### config.mk
export PLATFORM = sky130hd
export DESIGN_NAME = measurement_sequencer
export DESIGN_NICKNAME = d
export VERILOG_FILES = /design/src/rtl/measurement_sequencer.sv
export SDC_FILE = /design/constraint.sdc
export NUM_CORES = 1
export LEC_CHECK = 0
export ABC_AREA = 1
export CAP_MARGIN = 20
export CELL_PAD_IN_SITES_DETAIL_PLACEMENT = 1
export CELL_PAD_IN_SITES_GLOBAL_PLACEMENT = 2
export CORE_UTILIZATION = 36
export CTS_CLUSTER_DIAMETER = 50
export DETAILED_ROUTE_END_ITERATION = 7
export PLACE_DENSITY_LB_ADDON = 0.12
export SLEW_MARGIN = 30
export SYNTH_ARGS = -nofsm -noshare
export SYNTH_HDL_FRONTEND = slang
export SYNTH_SLANG_ARGS = --single-unit
### constraint.sdc
create_clock -name clk_i -period 6.4 [get_ports clk_i]
set_input_delay 1.28 -clock clk_i [delete_from_list [all_inputs] [get_ports clk_i]]
set_output_delay 1.28 -clock clk_i [all_outputs]
set_load 0.1 [all_outputs]
### src/rtl/measurement_sequencer.sv
`default_nettype none
// ============================================================================
//  Module   : measurement_sequencer
//  Purpose  : Sequences one gated measurement on the pulse counter. It pulses
//             trigger_o, holds the gate open for GATE_CYCLES cycles, pulses
//             stop_o, waits HOLDOFF_CYCLES for the counter to settle, then
//             presents kilo_o*1000 + units_o with a one-cycle valid_o strobe.
//             Wrap pulses from the counter are accumulated as thousands; the
//             start/end counter values are snapshotted to recover the units.
//  Ports    : clk_i, rst_n_i       clock, asynchronous active-low reset
//             start_i              request a measurement (IDLE only)
//             abort_i              cancel measurement in progress
//             continuous_i         re-arm straight after DONE
//             increment_i          counter wrap strobe (count == 1000)
//             pulse_count_i        counter value, 0..1000
//             trigger_o, stop_o    one-cycle gate open / close pulses
//             busy_o, valid_o      not-IDLE flag, result strobe
//             overflow_o           thousands saturated / inconsistent count
//             kilo_o, units_o      held result
//  Revision : 1.0  initial release
// ============================================================================
module measurement_sequencer #(
  parameter int unsigned GATE_CYCLES    = 1000000,
  parameter int unsigned HOLDOFF_CYCLES = 4,
  parameter int unsigned KILO_W         = 12,
  parameter int unsigned GATE_W         = 20
) (
  input  logic              clk_i,
  input  logic              rst_n_i,
  input  logic              start_i,
  input  logic              abort_i,
  input  logic              continuous_i,
  input  logic              increment_i,
  input  logic [9:0]        pulse_count_i,
  output logic              trigger_o,
  output logic              stop_o,
  output logic              busy_o,
  output logic              valid_o,
  output logic              overflow_o,
  output logic [KILO_W-1:0] kilo_o,
  output logic [9:0]        units_o
);

  localparam logic [2:0] S_IDLE  = 3'd0;
  localparam logic [2:0] S_ARM   = 3'd1;
  localparam logic [2:0] S_GATE  = 3'd2;
  localparam logic [2:0] S_STOP  = 3'd3;
  localparam logic [2:0] S_HOLD  = 3'd4;
  localparam logic [2:0] S_DONE  = 3'd5;
  localparam logic [2:0] S_ABORT = 3'd6;  // single stop pulse after an abort

  localparam logic [GATE_W-1:0] GATE_LAST = GATE_W'(GATE_CYCLES - 1);
  localparam logic [GATE_W-1:0] HOLD_LAST = GATE_W'(HOLDOFF_CYCLES - 1);
  localparam logic [KILO_W-1:0] KILO_MAX  = '1;

  logic [2:0]        state_q, state_d;
  logic [GATE_W-1:0] cnt_q, cnt_d;          // shared by GATE and HOLD
  logic [9:0]        start_units_q, start_units_d;
  logic [KILO_W-1:0] kilo_acc_q, kilo_acc_d;
  logic              sat_q, sat_d;
  logic [KILO_W-1:0] kilo_q, kilo_d;
  logic [9:0]        units_q, units_d;
  logic              ovf_q, ovf_d;

  // Counter value 1000 is the wrap point and is equivalent to 0.
  logic [9:0] cur_units_w;
  logic       borrow_w;
  assign cur_units_w = (pulse_count_i == 10'd1000) ? 10'd0 : pulse_count_i;
  assign borrow_w    = (cur_units_w < start_units_q);

  always_comb begin
    state_d       = state_q;
    cnt_d         = cnt_q;
    start_units_d = start_units_q;
    kilo_acc_d    = kilo_acc_q;
    sat_d         = sat_q;
    kilo_d        = kilo_q;
    units_d       = units_q;
    ovf_d         = ovf_q;

    // Wraps are accepted while the counter may still be running or settling.
    if (increment_i && (state_q == S_GATE || state_q == S_STOP || state_q == S_HOLD)) begin
      if (kilo_acc_q == KILO_MAX) begin
        sat_d = 1'b1;
      end else begin
        kilo_acc_d = kilo_acc_q + KILO_W'(1);
      end
    end

    case (state_q)
      S_IDLE: begin
        if (start_i) state_d = S_ARM;
      end
      S_ARM: begin
        start_units_d = cur_units_w;
        kilo_acc_d    = '0;
        sat_d         = 1'b0;
        cnt_d         = '0;
        state_d       = abort_i ? S_ABORT : S_GATE;
      end
      S_GATE: begin
        if (abort_i) begin
          state_d = S_ABORT;
        end else if (cnt_q == GATE_LAST) begin
          state_d = S_STOP;
        end else begin
          cnt_d = cnt_q + GATE_W'(1);
        end
      end
      S_STOP: begin
        // stop_o is already high this cycle, so an abort skips the extra pulse.
        cnt_d   = '0;
        state_d = abort_i ? S_IDLE : S_HOLD;
      end
      S_HOLD: begin
        if (abort_i) begin
          state_d = S_ABORT;
        end else if (cnt_q == HOLD_LAST) begin
          state_d = S_DONE;
          // Use the post-increment accumulator so a wrap landing on this
          // same cycle (counter reading 1000 -> 0) is not lost.
          if (!borrow_w) begin
            units_d = cur_units_w - start_units_q;
            kilo_d  = kilo_acc_d;
            ovf_d   = sat_d;
          end else if (kilo_acc_d == '0) begin
            units_d = '0;
            kilo_d  = '0;
            ovf_d   = 1'b1;
          end else begin
            // start > end here, so 1000 - start and the sum both stay < 1000.
            units_d = cur_units_w + (10'd1000 - start_units_q);
            kilo_d  = kilo_acc_d - KILO_W'(1);
            ovf_d   = sat_d;
          end
        end else begin
          cnt_d = cnt_q + GATE_W'(1);
        end
      end
      S_DONE: begin
        state_d = continuous_i ? S_ARM : S_IDLE;
      end
      S_ABORT: begin
        state_d = S_IDLE;
      end
      default: begin
        state_d = S_IDLE;
      end
    endcase
  end

  always_ff @(posedge clk_i or negedge rst_n_i) begin
    if (!rst_n_i) begin
      state_q       <= S_IDLE;
      cnt_q         <= '0;
      start_units_q <= '0;
      kilo_acc_q    <= '0;
      sat_q         <= 1'b0;
      kilo_q        <= '0;
      units_q       <= '0;
      ovf_q         <= 1'b0;
    end else begin
      state_q       <= state_d;
      cnt_q         <= cnt_d;
      start_units_q <= start_units_d;
      kilo_acc_q    <= kilo_acc_d;
      sat_q         <= sat_d;
      kilo_q        <= kilo_d;
      units_q       <= units_d;
      ovf_q         <= ovf_d;
    end
  end

  assign trigger_o  = (state_q == S_ARM);
  assign stop_o     = (state_q == S_STOP) || (state_q == S_ABORT);
  assign busy_o     = (state_q != S_IDLE);
  assign valid_o    = (state_q == S_DONE);
  assign overflow_o = ovf_q;
  assign kilo_o     = kilo_q;
  assign units_o    = units_q;

endmodule
`default_nettype wire

==> run summary, run 1 <==
The flow ran to the end, and the final reports show no timing, DRC or antenna violations. The synthesized design contains 69 register bits. The tools report the initial antenna violation count as 0. The x dimension of the die is 121 µm, and the leakage power total is 2.83 nW. Critical path launch point type: a primary input.

The fraction of layout instances using a drive strength above 1 is 6.92%. The tools report the total nets after synthesis as 771. For the worst clock skew, the log shows 0.0107 ns. After detailed routing, the average wire length per cell comes to 16.1 µm. The final count of negative-setup-slack endpoints is 0, and the highest fanout seen on the critical path is 19. The async set or reset register ratio after synthesis came out at 100%.

The logs give 6.64 ns for the required arrival time at the worst endpoint and 22.5% for the total global routing track utilization. Detailed routing inserted a total of 4855 vias. After the last flow step, the layout net total stands at 808. The clock latency on the worst-skew pair is 0.35 ns, and the combined buffer and inverter count along the critical path is 5. Once the clock tree was built, the setup fixing pass inserted 0 buffers. The number of gates resized after CTS was 0.

Setup repair after global routing left no endpoint under its margin. Relative slew slack: 30.8%. VDD sags by at most 236 µV. The switching part of the total came out at 55.2%. The longest individual stage delay on the worst path works out to 0.64 ns. The repair_antennas step left the layout with diodes totalling 0. The critical path goes through clkdlybuf4s50_1 > nand4_1 > or4_1 > nand2_1 > inv_1 > ha_1 > inv_1 > o21bai_1 > inv_1 > o211ai_1 > nor2_2 > clkinv_1 > nor2_1 > nand2_1 > nand2_1 > nand2_1 > nand2_1 > nand2_1. For the final routed database, the setup TNS stands at 0 ns. After synthesis, flip-flops and latches occupy 33.8% of the total area. At the worst endpoint, the arrival time is 5.09 ns.

Most used cell along the critical path: sky130_fd_sc_hd__nand2_1. Summed over all nets, the half-perimeter wirelength after detailed placement is 11600 µm. Before antenna repair, the detailed router went through 4 iterations. The die boundary height works out to 121 µm. Counting the buffers created by CTS gives 9. The logs give 0.870 for the weighted congestion reported at the end of routability-driven placement and 25500 µm for the first-pass GRT wire length. Derived from the worst setup path, the maximum achievable clock frequency is 0.206 GHz.

After floorplanning, the core was divided into 43 placement rows. The run gives 15300 µm as the total detailed-routing wirelength. The number of primary I/O pins is 43, and the maximum number of pins on one net before global-route repair is 70. The average instance area after synthesis works out to 7.05 µm². The share of total power dissipated in the clock network is 15.3%. Flip-flop cell with the highest count after synthesis: sky130_fd_sc_hd__dfrtp_1. After synthesis the cells add up to 0.00511 mm². During placement, the flow inserted port buffers numbering 42.

Counting every sink on the clock net gives 69. After global routing the overflow that remains totals 0. Switching component of the power: 0.00188 W.

The Yosys step of the flow raised 0 warnings. The post-synthesis instance total came out at 724. The most frequent standard cell in the layout excluding fill and tap cells was sky130_fd_sc_hd__nand2_1.

The placeable core area came out at 0.0139 mm². TritonCTS built the clock tree. Of the total power, registers draw 21.5%. At the pin with the least slew margin, the transition time is 1.04 ns.

The initial utilization of the core area, before any placement, comes to 36.8%. The worst-path cell with the longest stage delay was sky130_fd_sc_hd__nor2_2. The final critical-path required period was 4.86 ns; the synthesis-to-layout area growth was 17.3%. The fraction of the cycle the final worst path needs works out to 75.9%. The family with the most delay on the worst path is simple AND/OR/NAND/NOR gates. For this run, design rule violations remaining after detail routing come to 0.

Power density over cell area: 567 mW/mm². Clock-pin slew was measured on the worst setup and hold paths at 0.06 ns. Per report_power, the combinational group accounts for 63.1% of the total.

The run gives 5053 as the number of global-route vias before repair. Dividing the detail-routed via count by the number of cells gives 5.13. In this run, the number of DRC markers left after iteration 0 of detailed routing was 203. The number of hold buffers added after CTS was 0. The number of unique standard cell types used by synthesis is 44, and the cell internal power dissipation is 0.00152 W. CTS placed an instance of sky130_fd_sc_hd__clkbuf_16 at the clock tree root. The maximum clock insertion buffer count is 2, and the number of max-slew violations in the final report is 0.

Capturing element type of the critical path: a flip-flop. Across the run, the number of max-cap violations was 0. In the layout the commonest cells are sky130_fd_sc_hd__nand2_1 (196), sky130_fd_sc_hd__inv_1 (97), sky130_fd_sc_hd__nor2_1 (69), sky130_fd_sc_hd__dfrtp_1 (69), sky130_fd_sc_hd__nand3_1 (48). For the worst hold slack, the log shows 0.485 ns. The tools report the number of levels the H-tree was split into as 3. The tightest min-delay check is of the flip-flop to flip-flop type. The critical path in this run is classified as primary input to flip-flop. The number of failing hold endpoints at the final stage was 0. The detail route stage leaves a number of antenna-violating nets equal to 0. In this run, synthesis inferred 0 flip-flops with an integrated enable.

The floorplan step defined a die boundary enclosing 0.0147 mm².
[logic make-up (layout without fill, tap and decap cells)]
kind of cell | after synthesis | in the layout | share of synthesized area (%)
simple gates | 390 | 390 | 34.2
buf+inv | 119 | 161 | 9.11
compound gates | 92 | 92 | 10.6
flops | 69 | 69 | 33.8
fa+ha+maj | 31 | 31 | 8.33
xor+xnor | 23 | 23 | 3.94
[synthesized netlist by cell type (all sizes together) (3+ instances only)]
master	n	area share (%)
dfrtp	69	34
xor2	17	2.9
nor2	77	6.3
fa	5	2.0
ha	26	6.4
nand3	52	5.5
o21bai	3	0.44
buf	4	0.61
o211ai	3	0.44
o31ai	10	1.5
nand2	209	16
inv	100	7.4
clkbuf	14	1.0
nand3b	5	0.74
nor3	19	1.9
nor4	5	0.61
o21ai	39	4.0
nand4	19	2.4
a31oi	6	0.74
xnor2	6	1.0
a21oi	26	2.8
[worst paths after layout]
path | slack (ns) | from | cells past startpoint | endpoint
max in group asynchronous | 4.95 | rst_n_i | 1 | cnt_q[10]
min in group asynchronous | 0.95 | rst_n_i | 1 | kilo_o[5]
worst min register to register | 0.49 | kilo_o[8] | 2 | kilo_o[8]
worst max-delay path | 1.54 | pulse_count_i[8] | 18 | kilo_o[11]
worst max register to register | 3.33 | start_units_q[4] | 15 | kilo_o[11]
worst min-delay path | 0.49 | kilo_o[8] | 2 | kilo_o[8]
[metrics by stage]
step	instance area [µm²]	setup slack, ns	utilization, %	cells	power (W)
6_report	5990	1.54	43.2	946	0.00340
2_1_floorplan	5110	2.47	-	724	0.00233
4_1_cts	5990	1.49	43.1	946	0.00343
3_3_place_gp	5690	1.30	41.0	930	0.00283
5_1_grt	5990	1.13	43.2	946	0.00368
3_5_place_dp	5690	1.14	41.0	930	0.00288
[power groups by stage]
| stage | registers (W) | logic, W | clock network (W) |
|---|---|---|---|
| after global placement | 0.000730 | 0.00210 | 0 |
| after global routing | 0.000754 | 0.00237 | 0.000555 |
| after CTS | 0.000732 | 0.00216 | 0.000537 |
| after detailed placement | 0.000740 | 0.00215 | 0 |
| final | 0.000731 | 0.00214 | 0.000520 |
| after floorplan | 0.00111 | 0.00122 | 0 |
[registers in the layout, summed over array words and instances, names as in the netlist]
| register | flops |
|---|---|
| state_q | 3 |
| overflow_o | 1 |
| kilo_acc_q | 12 |
| cnt_q | 20 |
| kilo_o | 12 |
| sat_q | 1 |
| start_units_q | 10 |
| units_o | 10 |
[routing by layer]
metal	up-vias	track usage (%)	wire (µm)
met5	-	0	0
met4	0	7.18	198
met3	9	3.76	388
met2	59	38.1	7390
met1	2371	29.2	7290
li1	2416	-	-
[worst reg2reg max path: cells and delay by family (launching register included)]
family / cells / cell delay [ns]
flops: 1 / 0.32
compound gates: 2 / 0.17
fa+ha+maj: 2 / 0.61
simple gates: 8 / 1.23
buf+inv: 3 / 0.65
[layout make-up]
type,count,area (µm²)
Tap cell,180,225
Timing Repair Buffer,44,437
Multi-Input combinational cell,536,2920
Inverter,101,382
Sequential cell,69,1730
Clock buffer,10,239
Clock inverter,6,62.6
Fill cell,1764,7890
Note: power is estimated with default switching activity, not from simulation.
==> inputs of run 2 (changes only) <==
--- a/config.mk
+++ b/config.mk
@@ -9,7 +9,7 @@
 export CAP_MARGIN = 20
 export CELL_PAD_IN_SITES_DETAIL_PLACEMENT = 1
 export CELL_PAD_IN_SITES_GLOBAL_PLACEMENT = 2
-export CORE_UTILIZATION = 36
+export CORE_UTILIZATION = 30
 export CTS_CLUSTER_DIAMETER = 50
 export DETAILED_ROUTE_END_ITERATION = 7
 export PLACE_DENSITY_LB_ADDON = 0.12
==> constraint.sdc (replaced) <==
create_clock -name clk_i -period 3.99 [get_ports clk_i]
set_input_delay 0.798 -clock clk_i [delete_from_list [all_inputs] [get_ports clk_i]]
set_output_delay 0.798 -clock clk_i [all_outputs]
set_load 0.1 [all_outputs]
==> run 2 against run 1 <==
Effect of this change:
- final cell count grew 5.4%
- count of clock-buffer cells in the layout grew 1
- wire length grew 1.0%
- power grew 61%
- sequential power grew 60%
- critical path type unchanged
- sequential share of layout area shrank 0.72 points
==> run summary, run 2 (same netlist as run 1, synthesis figures left out) <==
The tools report the violation count after the first detailed-route iteration as 168 (-17%). The flip-flop count of the largest register after layout works out to 20 (unchanged). The worst clock skew was 0.00702 ns (-0.00369 ns); the arrival time at the worst endpoint was 3.96 ns (-1.13 ns). The longest individual stage delay on the worst path was 0.59 ns (-0.05 ns); the synthesis-to-layout area growth was 20.3%.

The routed length per instance was 15.5 µm (-4.1%); the number of max-slew violations in the final report was 0 (unchanged). Number of buffer cells added on primary ports: 42 (unchanged). The total detailed-routing wirelength is 15400 µm (+1.0%), and the number of failing hold endpoints at the final stage is 0 (unchanged). The logs give 0 (unchanged) for the number of hold buffers added after CTS and 0.0166 mm² (+19%) for the placeable core area. The run gives 0 (unchanged) as the residual DRC count. Setup repair after global routing left no endpoint under its margin. Based on the critical path, the design can be clocked at up to 0.271 GHz. The x dimension of the die works out to 132 µm (+9.4%). The run finished with clean final reports. The most frequent standard cell in the layout excluding fill and tap cells is sky130_fd_sc_hd__nand2_1. In the layout the commonest cells are sky130_fd_sc_hd__nand2_1 (196), sky130_fd_sc_hd__inv_1 (97), sky130_fd_sc_hd__nor2_1 (69), sky130_fd_sc_hd__dfrtp_1 (69), sky130_fd_sc_hd__nand3_1 (48). The worst slack at placement was -0.0808 ns (-1.22 ns). The type of the setup path with the least slack is primary input to flip-flop. The run gives 0 (unchanged) as the final count of negative-setup-slack endpoints. The power density over cell area is 890 mW/mm² (+57%). Buffer cell driving the clock tree root: sky130_fd_sc_hd__clkbuf_16. The weighted congestion reported at the end of routability-driven placement was 0.834 (-4.1%).

The slew at the pin closest to its max-slew limit came out at 1.01 ns (-0.0238 ns). The initial antenna violation count was 0 (unchanged). The tools report the total number of placement rows as 47 (+9.3%). The number of nets with antenna violations after detailed routing came out at 0 (unchanged). The clock latency on the worst-skew pair came out at 0.34 ns (about the same).

The number of primary I/O pins is 43 (unchanged), and the CTS sink count is 69 (unchanged). The tools report the met2 usage in global routing as 31.0% (-7.1 points). The relative slew slack came out at 32.4% (+1.6 points).

The worst-case vdd ir drop was 364 µV (+54%); the fraction of the cycle the final worst path needs was 92.3%. The number of maximum-capacitance violations was 0 (unchanged). The run gives 0.00173 mm² (unchanged) as the sequential cell area in the final layout.

The number of global-route vias before repair was 4995 (-1.1%); the detailed-placement wirelength estimate was 12300 µm (+5.7%). STA classifies the critical path startpoint as a primary input. The fraction of layout instances using a drive strength above 1 is 8.49% (+1.6 points). Worst-path cell with the longest stage delay: sky130_fd_sc_hd__or4_1. The family with the most delay on the worst path was simple AND/OR/NAND/NOR gates. Traced cell by cell, the critical path runs through clkdlybuf4s50_1 > nand4_1 > or4_1 > nand2_1 > inv_1 > fa_1 > inv_1 > o21ai_0 > nand2_1 > o211ai_1 > nor2_2 > buf_4 > nand3_2 > inv_2 > nand2_1 > nand2_1 > nand2_1 > o21ai_1.

The post-layout utilization of the core is 37.1% (-6.1 points). The ratio of routed vias to standard cells is 4.82 (-6.1%). The number of nets at the end of the flow was 820 (+1.5%); the total global routing track utilization was 18.7% (-3.9 points).

For the maximum number of pins on one net before global-route repair, the log shows 39 (-44%). The maximum clock insertion buffer count is 2 (unchanged). More flip-flops sit in one register than any other, and that register is cnt_q. The met3 layer usage reported by global route is 3.22% (-0.54 points), and the combined buffer and inverter count along the critical path is 5 (unchanged). Number of levels the H-tree was split into: 3 (unchanged). The most used cell along the critical path was sky130_fd_sc_hd__nand2_1. For the total clock buffers created by CTS, the log shows 9 (unchanged). The logs give 0 (unchanged) for the post-CTS resize count and 0 (unchanged) for the global route total overflow. The highest fanout seen on the critical path was 18 (-1). The final total negative setup slack was 0 ns (unchanged).

The area enclosed by the die boundary is 0.0176 mm² (+20%). Leakage power total: 2.90 nW (+2.3%). The run gives 25.0% (-4.2 points) as the met1 usage.

The required arrival time at the worst endpoint came out at 4.26 ns (-2.38 ns). Peak-usage layer in the global routing report: met2. Final-layout fill cell count: 2096 (+19%). TritonCTS built the clock tree. The antenna cell count is 0 (unchanged).

The clock slew seen by the registers of the worst setup and hold paths is 0.06 ns (about the same). Die boundary height: 132 µm (+9.4%). The capturing element type of the critical path was a flip-flop. The final setup slack of the worst path was 0.306 ns (-1.24 ns). The number of iterations in the first detailed-routing pass was 4 (unchanged); the effective utilization at floorplan was 30.8% (-6.0 points). The logs give 0 (unchanged) for the post-CTS repair timing setup buffer count and 0.00547 W (+61%) for the overall power after layout. The final critical-path required period works out to 3.68 ns.

The class of the tightest hold or removal check is primary input to asynchronous set/reset pin. The run gives 0.00292 mm² (unchanged) as the area used by multi-input combinational logic. The run gives 4807 (-0.99%) as the total number of vias.

The first-pass GRT wire length is 25800 µm (+1.0%).
-- run 2: cell count changes in the layout (fill, tap and decap cells not counted), sizes merged --
cell and change:
buf +14, clkinv -3, clkdlybuf4s50 -2, clkbuf +1, clkinvlp +1
-- run 2: cell type report --
| cell class | count | share of cell area (%) |
|---|---|---|
| Clock inverter | 4 | 0.774 |
| Timing Repair Buffer | 56 | 8.80 |
| Clock buffer | 11 | 4.11 |
| Sequential cell | 69 | 28.1 |
| Inverter | 101 | 6.21 |
| Multi-Input combinational cell | 536 | 47.5 |
| Tap cell | 220 | 4.48 |
-- run 2: routing by layer --
metal / part of all wire, % / wire length [µm]
met5: 0 / 0
met4: 1.1 / 166
met3: 2.4 / 370
met2: 47 / 7300
met1: 49 / 7590
-- run 2: report_power, final --
part           internal, W  switching [W]
Sequential        0.000945       0.000223
Clock             0.000513       0.000327
Combinational      0.00103        0.00243
Total              0.00249        0.00298
-- run 2: stage by stage --
stage / instance area, µm² / hold WS, ns / std cells
finish: 6140 / 0.351 / 997
global route: 6140 / 0.344 / 997
CTS: 6120 / 0.484 / 996
detailed placement: 5820 / 0.469 / 981
global placement: 5820 / 0.465 / 981
floorplan: 5110 / 0.453 / 724
-- run 2: worst paths after layout --
check,from,to,slack [ns],depth (start not counted)
setup / recovery,pulse_count_i[9],kilo_o[8],0.31,18
hold / removal,rst_n_i,kilo_o[5],0.35,1
setup reg to reg,kilo_acc_q[1],units_o[9],1.26,15
hold reg to reg,kilo_o[5],kilo_o[5],0.48,2
max in group asynchronous,rst_n_i,cnt_q[8],3.10,2
min in group clk_i,kilo_o[5],kilo_o[5],0.48,2
==> inputs of run 3 (changes only) <==
--- a/config.mk
+++ b/config.mk
@@ -12,6 +12,7 @@
 export CORE_UTILIZATION = 30
 export CTS_CLUSTER_DIAMETER = 50
 export DETAILED_ROUTE_END_ITERATION = 7
+export GPL_TIMING_DRIVEN = 0
 export PLACE_DENSITY_LB_ADDON = 0.12
 export SLEW_MARGIN = 30
 export SYNTH_ARGS = -nofsm -noshare
==> run 3 against run 2 <==
Effect of this change:
- critical path depth fell by 13
- combinational power barely moved
- flip-flop and latch count did not move
- power barely moved
- worst hold slack improved by 0.030 ns
- clock power fell by 3.3%
- sequential power barely moved
- count of clock-buffer cells in the layout fell by 2
- non-clock buffer count rose by 8
- sequential share of layout area barely moved
- setup slack got worse by 0.096 ns
- critical path type is now flip-flop to primary output
- critical endpoint is now trigger_o
==> run summary, run 3 (same netlist as run 1, synthesis figures left out) <==
For the area enclosed by the die boundary, the log shows 0.0176 mm² (unchanged). Type of the setup path with the least slack: flip-flop to primary output. The tools report the number of maximum-capacitance violations as 0 (unchanged). Setup repair after global routing left no endpoint under its margin. The flip-flop count of the largest register after layout is 20 (unchanged), and the final count of negative-setup-slack endpoints is 0 (unchanged).

The logs give 2.87% (-0.34 points) for the met3 layer usage reported by global route and 1005 (+0.80%) for the filler-free cell count of the finished design. The root buffer cell chosen for the clock tree is sky130_fd_sc_hd__clkbuf_16. The routed length per instance is 15.6 µm (+0.63%), and the number of nets with antenna violations after detailed routing is 0 (unchanged). STA classifies the critical path endpoint as a primary output. The flow ran to the end, and the final reports show no timing, DRC or antenna violations. The run gives 0 (unchanged) as the global route total overflow. The synthesis-to-layout area growth came out at 20.3% (about the same). The final critical-path required period was 3.78 ns (+0.0962 ns); the total global routing track utilization was 18.9% (+0.20 points). The run gives 2.88 nW (-0.69%) as the leakage power total.

The logs give 0.835 (+0.12%) for the weighted congestion reported at the end of routability-driven placement and 0.0166 mm² (unchanged) for the placeable core area. The met2 usage in global routing was 32.2% (+1.3 points). The relative slew slack is 34.6% (+2.2 points), and the antenna cell count is 0 (unchanged). The number of iterations in the first detailed-routing pass was 4 (unchanged).

Counting flops per register, the top entry is cnt_q. Slew at the pin closest to its max-slew limit: 0.978 ns (-0.0336 ns). Critical path launch point type: a flip-flop.

The layer flagged by global routing as most heavily used is met2. For the number of hold buffers added after CTS, the log shows 0 (unchanged). The fmax is 0.265 GHz (-2.5%).

Power density over cell area: 890 mW/mm² (about the same). The die boundary height was 132 µm (unchanged); the total detailed-routing wirelength was 15700 µm (+1.4%). The number of buffer cells added on primary ports was 42 (unchanged); the total clock buffers created by CTS was 9 (unchanged). Violation count after the first detailed-route iteration: 241 (+43%). The number of levels the H-tree was split into was 3 (unchanged); the number of primary I/O pins was 43 (unchanged). The residual DRC count was 0 (unchanged); the clock slew seen by the registers of the worst setup and hold paths was 0.06 ns (about the same). The worst clock skew is 0.0105 ns (+0.00344 ns). The clock latency on the worst-skew pair was 0.34 ns (about the same). Leaving out fill and tap cells, the most frequent cell in the layout is sky130_fd_sc_hd__nand2_1. The tools report the number of nets at the end of the flow as 828 (+0.98%).

The total number of vias was 4933 (+2.6%); the maximum clock insertion buffer count was 2 (unchanged). The overall power after layout was 0.00547 W (about the same). The tools report the total number of placement rows as 47 (unchanged). The maximum number of pins on one net before global-route repair was 46 (+18%).

The number of global-route vias before repair was 5128 (+2.7%); the met1 usage was 25.0% (about the same). The x dimension of the die is 132 µm (unchanged). The class of the tightest hold or removal check was primary input to asynchronous set/reset pin.

The highest fanout seen on the critical path came out at 10 (-8). The fraction of the cycle the final worst path needs came out at 94.7% (+2.4 points). For the required arrival time at the worst endpoint, the log shows 3.19 ns (-1.07 ns). The arrival time at the worst endpoint is 2.98 ns (-0.98 ns). The logs give 987 (+0.61%) for the placed cell count and 0 (unchanged) for the number of failing hold endpoints at the final stage. In the layout the commonest cells are sky130_fd_sc_hd__nand2_1 (196), sky130_fd_sc_hd__inv_1 (97), sky130_fd_sc_hd__nor2_1 (69), sky130_fd_sc_hd__dfrtp_1 (69), sky130_fd_sc_hd__nand3_1 (48). The CTS sink count was 69 (unchanged). The fraction of layout instances using a drive strength above 1 came out at 7.52% (-0.98 points). The tools report the initial antenna violation count as 0 (unchanged). The first-pass GRT wire length is 26500 µm (+2.7%).

The ratio of routed vias to standard cells came out at 4.91 (+1.8%). For the number of max-slew violations in the final report, the log shows 0 (unchanged). TritonCTS built the clock tree. Detailed-placement wirelength estimate: 12500 µm (+1.8%).

The effective utilization at floorplan came out at 30.8% (unchanged). The worst-case vdd ir drop came out at 365 µV (+0.15%).
[run 3: cell count changes in the layout (fill, tap and decap cells not counted), sizes merged]
cell           previous run  this run
clkdlybuf4s15             0         1
buf                      17        10
clkbuf                   11        23
clkinv                    3         5
[run 3: critical path: stages (launching register included)]
cell	delay (ns)
sky130_fd_sc_hd__dfrtp_1	0.47
sky130_fd_sc_hd__inv_1	0.12
sky130_fd_sc_hd__nor3_1	0.22
sky130_fd_sc_hd__clkbuf_1	0.43
sky130_fd_sc_hd__clkbuf_1	0.49
sky130_fd_sc_hd__clkdlybuf4s15_1	0.90
[run 3: routing by layer]
layer  vias up  part of all wire, %
met5         -                    0
met4         0                 0.79
met2        57                   48
met3        10                  2.3
met1      2404                   49
li1       2462                    -
[run 3: timing repair]
| action | CTS | global route |
|---|---|---|
| endpoints found under the hold margin | 0 | 0 |
| setup endpoints to repair | 12 | 7 |
| buffers inserted | 0 | 3 |
| pin swaps | 0 | 1 |
| resized for setup | 3 | 3 |
[run 3: final cells by class]
class,instances,area [µm²]
repair buffers,46,463
multi-input cells,536,2920
plain buffers,18,85.1
fillers,2124,10400
well taps,220,275
clock inverters,6,65.1
flip-flops and latches,69,1730
clock buffers,9,225
inverters,101,383
[run 3: final timing paths]
kind                            depth (start not counted)  slack [ns]       endpoint           from
worst min-delay path                                    1        0.38      kilo_o[5]        rst_n_i
min in group clk_i                                      2        0.48      kilo_o[3]      kilo_o[3]
worst max-delay path                                    5        0.21      trigger_o     state_q[0]
max in group asynchronous                               2        3.03  kilo_acc_q[1]        rst_n_i
worst min register to register                          2        0.48      kilo_o[3]      kilo_o[3]
worst max register to register                         15        1.26      kilo_o[3]  kilo_acc_q[0]
[run 3: where the power goes]
| part | internal, W | total (W) | leakage, nW | switching [W] |
|---|---|---|---|---|
| clock network | 0.000481 | 0.000811 | 0.141 | 0.000330 |
| logic | 0.00104 | 0.00349 | 1.84 | 0.00245 |
| registers | 0.000944 | 0.00116 | 0.896 | 0.000220 |
[run 3: through the flow]
stage,area (µm²),hold slack (ns),TNS (ns),setup slack [ns],util [%]
after floorplan,5110,0.453,0,0.542,-
after global placement,5800,0.464,-46.01,-0.581,35.0
after detailed placement,5820,0.469,-7.28,-0.591,35.1
after CTS,6120,0.387,0,0.0917,36.9
after global routing,6140,0.395,0,0.00372,37.0
final,6140,0.380,0,0.210,37.0
==> RTL edit (settings of run 1) <==
The parameter `GATE_W` goes from 20 to 40.
--- a/src/rtl/measurement_sequencer.sv
+++ b/src/rtl/measurement_sequencer.sv
@@ -25,3 +25,3 @@
   parameter int unsigned KILO_W         = 12,
-  parameter int unsigned GATE_W         = 20
+  parameter int unsigned GATE_W         = 40
 ) (
Behaviour: same outputs for any inputs over 10 cycles, from zero or initial values and one cycle with rst_n_i low; that may be too few to reach the edited logic, so the function may still have changed.
==> RTL edit against run 1 <==
- sequential cell count is 20 higher
- power is 13% higher
- routed wire length is 40% higher
- utilization is 0.56 points lower
- largest cell class unchanged
- final area is 30% higher
- clock skew is 4.6 ps lower
- maximum frequency is 8.7% higher
- non-clock buffer count is 2 higher
- critical path type unchanged
- setup slack better by 390 ps
- synthesized area is 34% higher
==> RTL edit: results (changes against run 1) <==
[metrics] status: finished clean
[metrics] number of non-clock inverters in the layout: 128 (+27%)
[metrics] area fraction in compound gates after synthesis: 0.06216 (-0.04367)
[metrics] Fill cells: 2400 (+36%)
[metrics] final weighted congestion of routability-driven global placement: 0.9453 (+8.7%)
[metrics] multi-input gate share of total cell area: 0.5122 (+0.02485)
[metrics] GRT Total Usage: 0.2341 (+0.008803)
[metrics] First-pass DRT Iterations: 5 (+1)
[metrics] layout multi-input combinational cell count: 786 (+47%)
[metrics] total met3 wirelength after detailed routing: 648 um (+67%)
[metrics] vias in the first global route: 6844 (+35%)
[metrics] proportion of layout cells with a drive suffix above 1: 0.05258 (-0.01661)
[metrics] count of plain and timing-repair buffers in the layout: 46 (+4.5%)
[metrics] buffer share of cell area: 0.05754 (-0.01534)
[metrics] Unique masters post-synth: 39 (-11%)
[metrics] Clock-cell share: 0.04532 (-0.005000)
[metrics] number of instances in the synthesized netlist: 1035 (+43%)
[metrics] HPWL Detailed: 16580 um (+43%)
[metrics] GR Util met3: 0.02615 (-0.01144)
[metrics] synthesized-area fraction occupied by xor and xnor cells: 0.06032 (+0.02088)
[metrics] CP arrival: 4710 ps (-380 ps)
[metrics] sequential fraction of total cell area: 0.2861 (-0.002079)
[metrics] final net count: 1107 (+37%)
[metrics] worst-case clock skew: 6.057 ps (-4.647 ps)
[metrics] final core utilization: 0.4261 (-0.005569)
[metrics] Setup WS pre-CTS: 1595 ps (+453.3 ps)
[metrics] via count normalized by instance count: 5.124 (-0.17%)
[metrics] Worst path slowest cell: sky130_fd_sc_hd__inv_1
[metrics] Static Leakage: 3.811 nW (+35%)
[metrics] final instance count without filler cells: 1294 (+37%)
[metrics] total of clock buffers placed in the layout: 11 (+1)
[metrics] number of DRC violations after detailed-routing iteration 0: 314 (+55%)
[metrics] Largest register FFs: 40 (+100%)
[metrics] met2 Use GR: 0.3597 (-0.02098)
[metrics] arithmetic-cell share of the synthesized area counting full adders, half adders and majority gates: 0.06234 (-0.02095)
[metrics] Met2 Wirelength: 9339 um (+26%)
[metrics] number of well-tap cells placed: 229 (+27%)
RTL edit: changes by cell type in the layout (fill, tap and decap cells not counted), moves of 6 or more:
cell | run 1 | this run
sky130_fd_sc_hd__nand2_1 | 196 | 338
sky130_fd_sc_hd__nor2_1 | 69 | 143
sky130_fd_sc_hd__inv_1 | 97 | 125
sky130_fd_sc_hd__dfrtp_1 | 69 | 89
sky130_fd_sc_hd__xor2_1 | 17 | 36
sky130_fd_sc_hd__nor4_1 | 5 | 21
sky130_fd_sc_hd__o31ai_1 | 10 | 0
sky130_fd_sc_hd__nor3_1 | 18 | 25
sky130_fd_sc_hd__o21ai_0 | 35 | 28
sky130_fd_sc_hd__nand3_1 | 48 | 54
RTL edit: power groups by stage:
stage / Sequential, W / Clock, W / Combinational, W
2_1_floorplan: 0.00131 / 0 / 0.00129
3_3_place_gp: 0.000868 / 0 / 0.00232
3_5_place_dp: 0.000872 / 0 / 0.00234
4_1_cts: 0.000862 / 0.000667 / 0.00236
5_1_grt: 0.000883 / 0.000682 / 0.00256
6_report: 0.000859 / 0.000653 / 0.00234
RTL edit: final timing paths:
path / from / to / slack (ps) / depth (start not counted)
worst max-delay path: pulse_count_i[1] / kilo_o[3] / 1930 / 16
worst min-delay path: kilo_o[10] / kilo_o[10] / 480 / 2
worst max register to register: cnt_q[0] / units_o[4] / 3120 / 8
worst min register to register: kilo_o[10] / kilo_o[10] / 480 / 2
max in group asynchronous: rst_n_i / units_o[6] / 4370 / 2
min in group asynchronous: rst_n_i / cnt_q[8] / 870 / 1
RTL edit: critical path, delay by kind of cell:
kind / cells / cell delay (ps)
AO/OA/AOI/OAI: 2 / 230
AND/OR/NAND/NOR: 8 / 1380
buffers and inverters: 5 / 1460
adder cells (fa/ha/maj): 1 / 330
